**src/rtl/program_loader_pkg.sv**
```systemverilog
// Shared definitions for the program loader: FSM state codes and stream field geometry.
package program_loader_pkg;

    localparam int unsigned FIELD_BYTES = 4;

    typedef logic [2:0] state_t;

    localparam state_t ST_LEN   = 3'd0;
    localparam state_t ST_DATA  = 3'd1;
    localparam state_t ST_CSUM  = 3'd2;
    localparam state_t ST_DONE  = 3'd3;
    localparam state_t ST_ERROR = 3'd4;

    function automatic logic state_accepts_bytes(input state_t s);
        return (s == ST_LEN) || (s == ST_DATA) || (s == ST_CSUM);
    endfunction

endpackage

```
**src/rtl/program_loader_word_assembler.sv**
```systemverilog
// Collects little-endian bytes into 32-bit words; word_valid pulses with the final byte's handshake.
module word_assembler
    import program_loader_pkg::*;
(
    input  logic        clk,
    input  logic        reset,
    input  logic        take,
    input  logic [7:0]  byte_data,
    output logic [31:0] word,
    output logic        word_valid
);

    logic [1:0]  index;
    logic [23:0] partial;

    always_ff @(posedge clk) begin
        if (reset) begin
            index   <= '0;
            partial <= '0;
        end else if (take) begin
            index   <= index + 2'd1;
            partial <= {byte_data, partial[23:8]};
        end
    end

    // The last byte is combined directly so the word is usable on its own handshake edge.
    assign word       = {byte_data, partial};
    assign word_valid = take && (index == 2'(FIELD_BYTES - 1));

endmodule

```
**src/rtl/program_loader.sv**
```systemverilog
// Boot loader: receives a length/data/checksum byte stream and writes it into instruction memory.
module program_loader
    import program_loader_pkg::*;
#(
    parameter int unsigned MEM_WORDS = 64,
    parameter logic [31:0] BASE_ADDR = 32'h0000_0000
) (
    input  logic        clk_i,
    input  logic        reset_i,
    input  logic        byte_valid_i,
    input  logic [7:0]  byte_data_i,
    output logic        byte_ready_o,
    output logic        imem_write_enable_o,
    output logic [31:0] imem_address_o,
    output logic [31:0] imem_data_o,
    output logic        core_reset_o,
    output logic        done_o,
    output logic        error_o
);

    state_t      state;
    logic        armed;
    logic [31:0] word_count;
    logic [31:0] length;
    logic [31:0] checksum;
    logic        take;
    logic        word_valid;
    logic [31:0] word;

    // armed keeps ready low during reset and releases it one cycle later.
    assign byte_ready_o = armed && state_accepts_bytes(state);
    assign take         = byte_valid_i && byte_ready_o;

    word_assembler assembler (
        .clk        (clk_i),
        .reset      (reset_i),
        .take       (take),
        .byte_data  (byte_data_i),
        .word       (word),
        .word_valid (word_valid)
    );

    always_ff @(posedge clk_i) begin
        if (reset_i) begin
            state               <= ST_LEN;
            armed               <= 1'b0;
            word_count          <= '0;
            length              <= '0;
            checksum            <= '0;
            imem_write_enable_o <= 1'b0;
            imem_address_o      <= BASE_ADDR;
            imem_data_o         <= '0;
        end else begin
            armed               <= 1'b1;
            imem_write_enable_o <= 1'b0;
            if (word_valid) begin
                case (state)
                    ST_LEN: begin
                        length     <= word;
                        word_count <= '0;
                        checksum   <= '0;
                        if (word == '0) begin
                            state <= ST_CSUM;
                        end else if (word > 32'(MEM_WORDS)) begin
                            state <= ST_ERROR;
                        end else begin
                            state <= ST_DATA;
                        end
                    end
                    ST_DATA: begin
                        imem_write_enable_o <= 1'b1;
                        imem_data_o         <= word;
                        imem_address_o      <= BASE_ADDR + (word_count << 2);
                        checksum            <= checksum ^ word;
                        word_count          <= word_count + 32'd1;
                        if (word_count + 32'd1 == length) begin
                            state <= ST_CSUM;
                        end
                    end
                    ST_CSUM: begin
                        state <= (word == checksum) ? ST_DONE : ST_ERROR;
                    end
                    default: begin
                    end
                endcase
            end
        end
    end

    assign core_reset_o = (state != ST_DONE);
    assign done_o       = (state == ST_DONE);
    assign error_o      = (state == ST_ERROR);

endmodule

```
**config.mk**
```make
export PLATFORM = sky130hd
export DESIGN_NAME = program_loader
export DESIGN_NICKNAME = d
export VERILOG_FILES = /design/src/rtl/program_loader_pkg.sv /design/src/rtl/program_loader_word_assembler.sv /design/src/rtl/program_loader.sv
export SDC_FILE = /design/constraint.sdc
export NUM_CORES = 1
export LEC_CHECK = 0
export ABC_AREA = 1
export CAP_MARGIN = 15
export CORE_ASPECT_RATIO = 0.7
export CORE_UTILIZATION = 50
export CTS_BUF_LIST = sky130_fd_sc_hd__clkbuf_8 sky130_fd_sc_hd__clkbuf_16
export CTS_CLUSTER_DIAMETER = 30
export DETAILED_ROUTE_END_ITERATION = 6
export GPL_ROUTABILITY_DRIVEN = 0
export PLACE_DENSITY_LB_ADDON = 0.2
export SLEW_MARGIN = 20
export SYNTH_ARGS = -nofsm -noshare
export SYNTH_HDL_FRONTEND = slang
export SYNTH_SLANG_ARGS = --single-unit
```
**constraint.sdc**
```tcl
create_clock -name clk_i -period 2.2 [get_ports clk_i]
set_input_delay 0.22 -clock clk_i [delete_from_list [all_inputs] [get_ports clk_i]]
set_output_delay 0.22 -clock clk_i [all_outputs]
set_load 0.01 [all_outputs]
```
### After elaboration in Yosys (flattened, before gate mapping)

Index checks and enable logic that the tools add are counted.

| storage, ports and cells | value |
|---|---|
| logic and storage cells | 47 |
| output and inout bits | 69 |
| bits in registers | 189 |
| input bits | 11 |

| cells by class | value |
|---|---|
| bitwise logic cells | 2 |
| add/subtract/negate cells | 2 |
| reductions and logical operators | 14 |
| muxes and demuxes | 9 |
| $lt $le $gt $ge | 1 |
| eq/ne operators | 9 |

Operator list:

| cell | number |
|---|---|
| case mux 32 bit (2 select lines) | 2 |
| equality test 32 bit | 2 |
| adder 32 x 1 -> 32 bit (second input constant) | 1 |
| > comparator 32 x 7 -> 1 bit (second input constant) | 1 |
| logical NOT 32 bit | 1 |
| XOR 32 bit | 1 |
| two-way mux 3 bit | 4 |
| case mux 3 bit (3 select lines) | 1 |
| equality test 3 x 2 -> 1 bit (second input constant) | 2 |
| AND reduction 2 bit | 3 |
| equality test 3 x 1 -> 1 bit (second input constant) | 1 |
| equality test 3 bit (second input constant) | 1 |
| logical AND 1 bit | 3 |
| logical NOT 3 bit | 1 |
| != test 3 x 2 -> 1 bit (second input constant) | 1 |
| AND reduction 3 bit | 1 |
| nonzero test 3 bit | 1 |
| adder 2 x 1 -> 2 bit (second input constant) | 1 |
| equality test 2 bit (second input constant) | 1 |
| logical OR 1 bit | 2 |
| two-way mux 1 bit | 2 |
| != test 2 x 1 -> 1 bit (second input constant) | 1 |
| nonzero test 2 bit | 1 |
| OR reduction 2 bit | 1 |
| inverter 1 bit | 1 |

### Depth between registers and ports, before layout

Gate-level depths: netlist of the first run.

| depth | value |
|---|---|
| depth after elaboration | 8 |
| gate-level depth with buffers | 18 |
| mapped depth without buffers | 18 |

### Hierarchy

From an unflattened synthesis of the first run, not the netlist that was laid out.

| second synthesis, totals | value |
|---|---|
| cell total of the unflattened synthesis | 1246 |
| area total of the unflattened synthesis | 8889.8 um^2 |

By module, submodules not included:

| module | area an instance (um^2) | cells an instance | instances | seq. area each (um^2) |
|---|---|---|---|---|
| program_loader | 7703.6 | 1071 | 1 | 3263.1 |
| word_assembler | 1186.1 | 175 | 1 | 520.5 |

### Worst setup path before layout of the first run

No wires, ideal clock.

| path | value |
|---|---|
| path type | register to register |
| start | register word_count[0] |
| end | register state[0] |
| stages on the path, launching flop included | 19 |
| data arrival time | 1.960 ns |
| library setup time | 0.109 ns |
| setup slack | 0.131 ns |
| clock period less this slack | 2.069 ns |
| required time | 2.091 ns |
| path buffers | 0 |
| cell sequence | dfxtp_1 > ha_1 > nand2_1 > nor2_4 > nand2_2 > nor2_1 > nand2_1 > nand2_1 > nand2_1 > nand2_1 > nand2_1 > nor2_1 > nand2_1 > nor2_1 > nand3_1 > nand2_2 > nand3b_1 > nand2_1 > inv_1 |

| between the ends | value |
|---|---|
| word-level cells in the longest chain between the ends | 4 |

RTL lines:

| item | RTL line | text |
|---|---|---|
| from (decl) | program_loader.sv:23 | `logic [31:0] word_count;` |
| from (signal assigned) | program_loader.sv:75 | `word_count <= word_count + 32'd1;` |
| adder 32 x 1 -> 32 bit | program_loader.sv:76 | `if (word_count + 32'd1 == length) begin` |
| equality test 32 bit | program_loader.sv:76 |  |
| != test 2 x 1 -> 1 bit (no source line) | - |  |
| AND reduction 3 bit (no source line) | - |  |
| to (signal assigned) | program_loader.sv:81 | `state <= (word == checksum) ? ST_DONE : ST_ERROR;` |
| to (decl) | program_loader.sv:21 | `state_t state;` |

Every way passes these cells.
A chain may end at the register's enable or synchronous reset.

### Worst setup path after layout of the first run

| path | value |
|---|---|
| start | register word_count[4] |
| end | register state[2] |

The elaborated chain is that of the path after synthesis.

==> results.toml, run 1 <==
[finish]
n_antenna_cell = 0
final-seq-area_sq_um = 3790
fill_cells = 1433
multi_input_area_sq_um = 4320
num-nets-final = 1310
final_cells = 1535
layout-drive-gt1-share_pct = 15.2
final_design_area_no_fill_sq_um = 10900
synthToLayoutAreaGrowth_pct = 28.4

[synthesis]
synth.most_common_cell = "nand2_1"
yosysSeqAreaShare_pct = 44.4
synth_top_cells_by_area = "dfxtp_1 (44%), nand2_1 (9.1%), o21ai_0 (8.3%)"
synth_top_area_share_pct = 44.4
synth_fa_ha_area_share_pct = 0.294
yosysWarnings = 0
yosys.area_share.simple_pct = 26.9
synthArstFlopShare_pct = 0
synth_edf_count = 0
synthesis.area_sq_um = 8520
synth_seq_cells = 189
muxShareOfSynthArea_pct = 0
synth_xor_area_share_pct = 3.50
synth_area_per_cell_sq_um = 7.33
synth.distinct_cells = 33
synth-main-ff-cell = "dfxtp_1"
synth_area_leader_cell = "dfxtp_1"
synthTopCellsByCount = "nand2_1 (206), dfxtp_1 (189), o21ai_0 (141)"
synth-compound-area-share_pct = 18.1
synth_cells = 1162
synth_top_family_by_area = "simple AND/OR/NAND/NOR gates"

[sta]
fmax_ghz = 0.433
final_hold_viol_count = 0
fin_crit_ns = 2.31
rsz0062_at_grt = "true"
worst_slew_pin_slew_ns = 0.555
finClkSkew_ns = 0.00827
setup_viol = 3
slew_viol_final = 0
slew_headroom_pct = 63.0
fin_crit_sh_pct = 105
final.setup.worst_slack_ns = -0.108

[critical_path]
cp-end-kind = "flip-flop"
worstPathRequired_ns = 2.54
critPathMaxFanout = 6
reg2reg_depth = 15
critPathKind = "reg2reg"
rrSetupSlack_ns = -0.11
arrival_ns = 2.65
startpoint_type = "flip-flop"
r2r_end = "state[2]"
r2r-start = "word_count[4]"

[floorplan]
row_count = 39
dieArea_sq_um = 17600
initial_core_util_pct = 51.6
ios = 80
dieHeight_microns = 111
core_region_area_sq_um = 16500
die_x_microns = 158

[global_route]
grt_pass1_wl_mm = 41.5
grt-ovfl-total = 0
first_global_vias = 7803
grt_max_degree = 108
antenna_found_initial = 0
grt.total_usage_pct = 30.6

[routing]
drc = 0
ant_nets = 0
drt_iter0_drc = 1060
vias = 8623
avgRoutedWirePerCell_microns = 17.0
via_per_inst = 5.62
routed_wl_mm = 26.1
dr.pass1.iters = 6

[clocking]
cts-root-buf = "clkbuf_16"
insertion_delay_ns = 0.44
cts_made_buffers = 17
cts_tree = "done"
htreeDepth = 4
clkTransAtPathRegs_ns = 0.07
clockBufferDepth = 2
clock_sinks = 189

[hold_path]
hold_path_end = "assembler.index[0]"
min_path_type = "reg2reg"
hold_depth = 2
min_from = "assembler.index[0]"

[power_and_ir_drop]
power_per_cell_area_nw_per_um2 = 641
power_leakage_nw = 4.29
max-vdd-ir-drop_v = 0.000604

[placed_design]
placed_cell_area_sq_um = 10100
dp.cells = 1498
port_buffers = 77
dpl.hpwl_mm = 17.7

[run_status]
violations = "negative setup slack"
outcome = "finished, violations left"

[job]
max-cap-violations = 0
[flip-flops by register name (all words and copies together), names as in the netlist]
signal / flops
checksum: 32
imem_data_o: 32
length: 32
word_count: 32
imem_address_o: 30
assembler.partial: 24
state: 3
assembler.index: 2
armed: 1
imem_write_enable_o: 1
[critical path, cell delays in order, from the launching register on]
cell and delay (ns):
dfxtp_1 0.44, nand2_2 0.14, nor2_4 0.24, nand2_4 0.12, nor2_4 0.22, nand3_1 0.17, nand3b_1 0.13, nand2_1 0.06
nor2_1 0.10, nand2_1 0.07, nor2_2 0.16, nand3_4 0.11, nand2_4 0.10, nand3_1 0.07, nand2_1 0.06, nor2_1 0.04
[kinds of logic (layout without fill, tap and decap cells)]
kind of cell	after synthesis	after routing
xor+xnor	34	34
compound gates	282	282
flops	189	189
fa+ha+maj	2	2
other cells	1	2
buf+inv	149	296
simple gates	505	505
[metal layers]
metal | share of wire, % | vias to the layer above | track usage, %
met3 | 10 | 44 | 7.90
li1 | - | 4202 | -
met1 | 46 | 3989 | 44.8
met4 | 2.1 | 0 | 9.49
met2 | 41 | 388 | 43.6
met5 | 0 | - | 0
[what timing repair did]
| action | in CTS | in global routing |
|---|---|---|
| hold buffers | 0 | 0 |
| gates resized for setup | 29 | 37 |
| cloned | 0 | 1 |
| buffers inserted | 2 | 2 |
| setup endpoints to repair | 3 | 36 |
| pin swaps | 12 | 17 |
[report_power, final]
| part | internal, W | leakage [nW] | switching (W) |
|---|---|---|---|
| Sequential | 0.00345 | 1.53 | 0.0000373 |
| Clock | 0.00175 | 0.300 | 0.00147 |
| Combinational | 0.000108 | 2.46 | 0.000194 |
| Total | 0.00531 | 4.29 | 0.00170 |
[through the flow]
stage	power [W]	worst slack, ns	hold WS, ns	util, %	setup TNS, ns
after global placement	0.00385	-0.0949	0.456	61.2	-0.276
after detailed placement	0.00385	-0.168	0.465	61.2	-0.499
after CTS	0.00703	-0.0463	0.475	65.6	-0.137
after floorplan	0.00373	0.131	0.355	-	0
after global routing	0.00722	-0.216	0.500	66.3	-0.629
final	0.00701	-0.108	0.475	66.3	-0.319
[cell usage in the layout, fill, tap and decap left out, drive strengths merged]
cell             n
nand2          214
dfxtp          189
o21ai          142
nand3          121
nor2           120
a21oi          102
buf             97
inv             95
clkdlybuf4s50   77
xnor2           28
nand3b          18
clkbuf          18
nand4           17
o32ai           16
o31ai           14
nor4             7
xor2             6
a32o             6
clkinv           4
clkinvlp         3
nor3             3
and2             2
conb             2
bufinv           2
ha               2
or2              1
nor3b            1
o211ai           1
a21boi           1
and3             1
[worst max-delay path by stage]
stage | from | endpoint | cells past startpoint
4_1_cts | word_count[1] | state[0] | 16
6_report | word_count[4] | state[2] | 15
3_3_place_gp | word_count[5] | state[0] | 16
3_5_place_dp | word_count[1] | state[1] | 17
5_1_grt | word_count[0] | state[0] | 19
2_1_floorplan | word_count[0] | state[0] | 18
[layout make-up]
class	count	share of cell area (%)
clock buffers	18	4.02
clock inverters	14	1.56
inverters	89	3.10
multi-input cells	825	39.5
flip-flops and latches	189	34.7
well taps	225	2.57
repair buffers	174	14.5
repair inverters	1	0.0686
Power figures use the tool's default switching activity.
==> run 2, diff against run 1 <==
Settings changed: SLEW_MARGIN 20 to unset.
==> results of run 2 <==
Same layout as run 1: the final DEF is identical, and so are final timing and power.
==> run 3, diff against run 2 <==
Clock period 2.2 ns to 2.6 ns, I/O delays scaled along.
==> run 3 against run 2 <==
- the flow now finishes without violations
- combinational power down 19%
- first-iteration DRC count down 26%
- via count down 4.7%
- sequential cell count unchanged
- final area down 6.4%
- critical path type unchanged
- largest cell class unchanged
==> results.toml, run 3 (synthesis results as in run 1) <==
[global_route]
grt_pass1_wl_mm = 39.6
grt.total_usage_pct = 29.4
first_global_vias = 7316
grt-ovfl-total = 0
antenna_found_initial = 0
grt_max_degree = 108

[finish]
fill_cells = 1519
num-nets-final = 1243
final_common_cell = "nand2_1"
final-seq-area_sq_um = 3790
synthToLayoutAreaGrowth_pct = 20.2
multi_input_area_sq_um = 4210
layout-drive-gt1-share_pct = 7.80
n_antenna_cell = 0
layout_common_cells = "nand2_1 (205), dfxtp_1 (188), o21ai_0 (141)"

[sta]
slew_viol_final = 0
worst_slew_pin_slew_ns = 0.597
fin_crit_sh_pct = 93.5
fin_crit_ns = 2.43
setup_viol = 0
setup_tns_ns = 0
finClkSkew_ns = 0.00648
final_hold_viol_count = 0
fmax_ghz = 0.411
slew_headroom_pct = 60.1

[floorplan]
dieArea_sq_um = 17600
ios = 80
initial_core_util_pct = 51.6
row_count = 39
die_x_microns = 158
core_region_area_sq_um = 16500
dieHeight_microns = 111

[power_and_ir_drop]
power_w = 0.00590
power_per_cell_area_nw_per_um2 = 576
share_comb_of_total_power_pct = 4.2
p_int_w = 0.00446
p_sw_w = 0.00144
sw_frac_of_total_pct = 24.5
p_clk_share_pct = 45.9
max-vdd-ir-drop_v = 0.000415
power_leakage_nw = 3.92
seq_power_share_pct = 50.0

[clocking]
clock_sinks = 189
insertion_delay_ns = 0.44
cts_tree = "done"
htreeDepth = 4
hold_buffers = 0
cts-root-buf = "clkbuf_16"
cts_made_buffers = 17
clkTransAtPathRegs_ns = 0.07
clockBufferDepth = 2

[job]
max-cap-violations = 0

[routing]
avgRoutedWirePerCell_microns = 16.9
dr.pass1.iters = 5
vias = 8215
routed_wl_mm = 24.9
ant_nets = 0
drc = 0
drt_iter0_drc = 789
via_per_inst = 5.60

[critical_path]
critPathMostFrequentCell = "nand2_1"
startpoint_type = "flip-flop"
slowest_delay_ns = 0.37
crit_path_cell_trace = "ha_2, nand2_1, nor2_4, buf_4, nand4_1, nand3b_1, nand2_1, nor2_1, nand2_1, nor3_2, nand3_1, nand2_2, nand3_1, nand2_1, nor2_1"
critPathSlowestCell = "dfxtp_4"
critPathMaxFanout = 8
cp-end-kind = "flip-flop"
worstPathRequired_ns = 2.93
critPathKind = "reg2reg"
arrival_ns = 2.76

[run_status]
outcome = "finished, final reports clean"

[hold_path]
min_path_type = "reg2reg"

[placed_design]
port_buffers = 77
dpl.hpwl_mm = 17.0
==> run 3: cell count changes in the layout (fill, tap and decap cells not counted), moves of 8 or more <==
cell	delta
dfxtp_2	-9
nor2_2	-9
buf_4	-57
dfxtp_1	+8
nor2_1	+11
==> run 3: critical path, delay by kind of cell, from the launching register on <==
| family | cells | cell delay [ns] |
|---|---|---|
| adder cells (fa/ha/maj) | 1 | 0.19 |
| buffers and inverters | 1 | 0.17 |
| flip-flops | 1 | 0.37 |
| AND/OR/NAND/NOR | 13 | 1.59 |
==> run 3: worst paths after layout <==
path	slack [ns]	end	start	cells after the start
worst min-delay path	0.48	assembler.index[0]	assembler.index[0]	2
worst min register to register	0.48	assembler.index[0]	assembler.index[0]	2
worst max-delay path	0.17	state[1]	word_count[1]	15
worst max register to register	0.17	state[1]	word_count[1]	15
==> run 3: power by group through the flow <==
stage,registers [W],logic [W],clock network (W)
6_report,0.00295,0.000245,0.00271
4_1_cts,0.00295,0.000240,0.00273
2_1_floorplan,0.00300,0.000150,0
3_5_place_dp,0.00302,0.000239,0
3_3_place_gp,0.00302,0.000237,0
5_1_grt,0.00295,0.000265,0.00284
==> run 3: final cells by class <==
cell class,count,share of cell area [%]
sequential,189,37.0
clock inverter,15,1.70
clock buffer,17,4.15
tap,225,2.75
multi-input combinational,825,41.1
inverter,89,3.27
timing repair buffer,108,10.0
==> run 3: what timing repair did <==
action                     in CTS  in global routing
gates resized for setup         0                 12
setup endpoints to repair       0                  3
setup buffers                   0                  4
==> run 3: metrics by stage <==
| step | hold WS [ns] | utilization (%) | setup WS, ns | instances | cell area [sq um] |
|---|---|---|---|---|---|
| final | 0.475 | 62.1 | 0.169 | 1468 | 10200 |
| after CTS | 0.473 | 61.7 | 0.0729 | 1464 | 10200 |
| after floorplan | 0.395 | - | 0.531 | 1163 | 8520 |
| after detailed placement | 0.465 | 58.0 | 0.0901 | 1432 | 9570 |
| after global routing | 0.502 | 62.1 | -0.00177 | 1468 | 10200 |
| after global placement | 0.454 | 58.0 | 0.154 | 1432 | 9570 |
==> run 3: per-layer routing <==
metal  routed length, microns  track usage (%)  vias to the layer above
li1                         -                -                     4061
met1                    12100             45.1                     3767
met2                     9840             39.4                      356
met3                     2510             7.86                       31
met4                      369             8.08                        0
met5                        0                0                        -
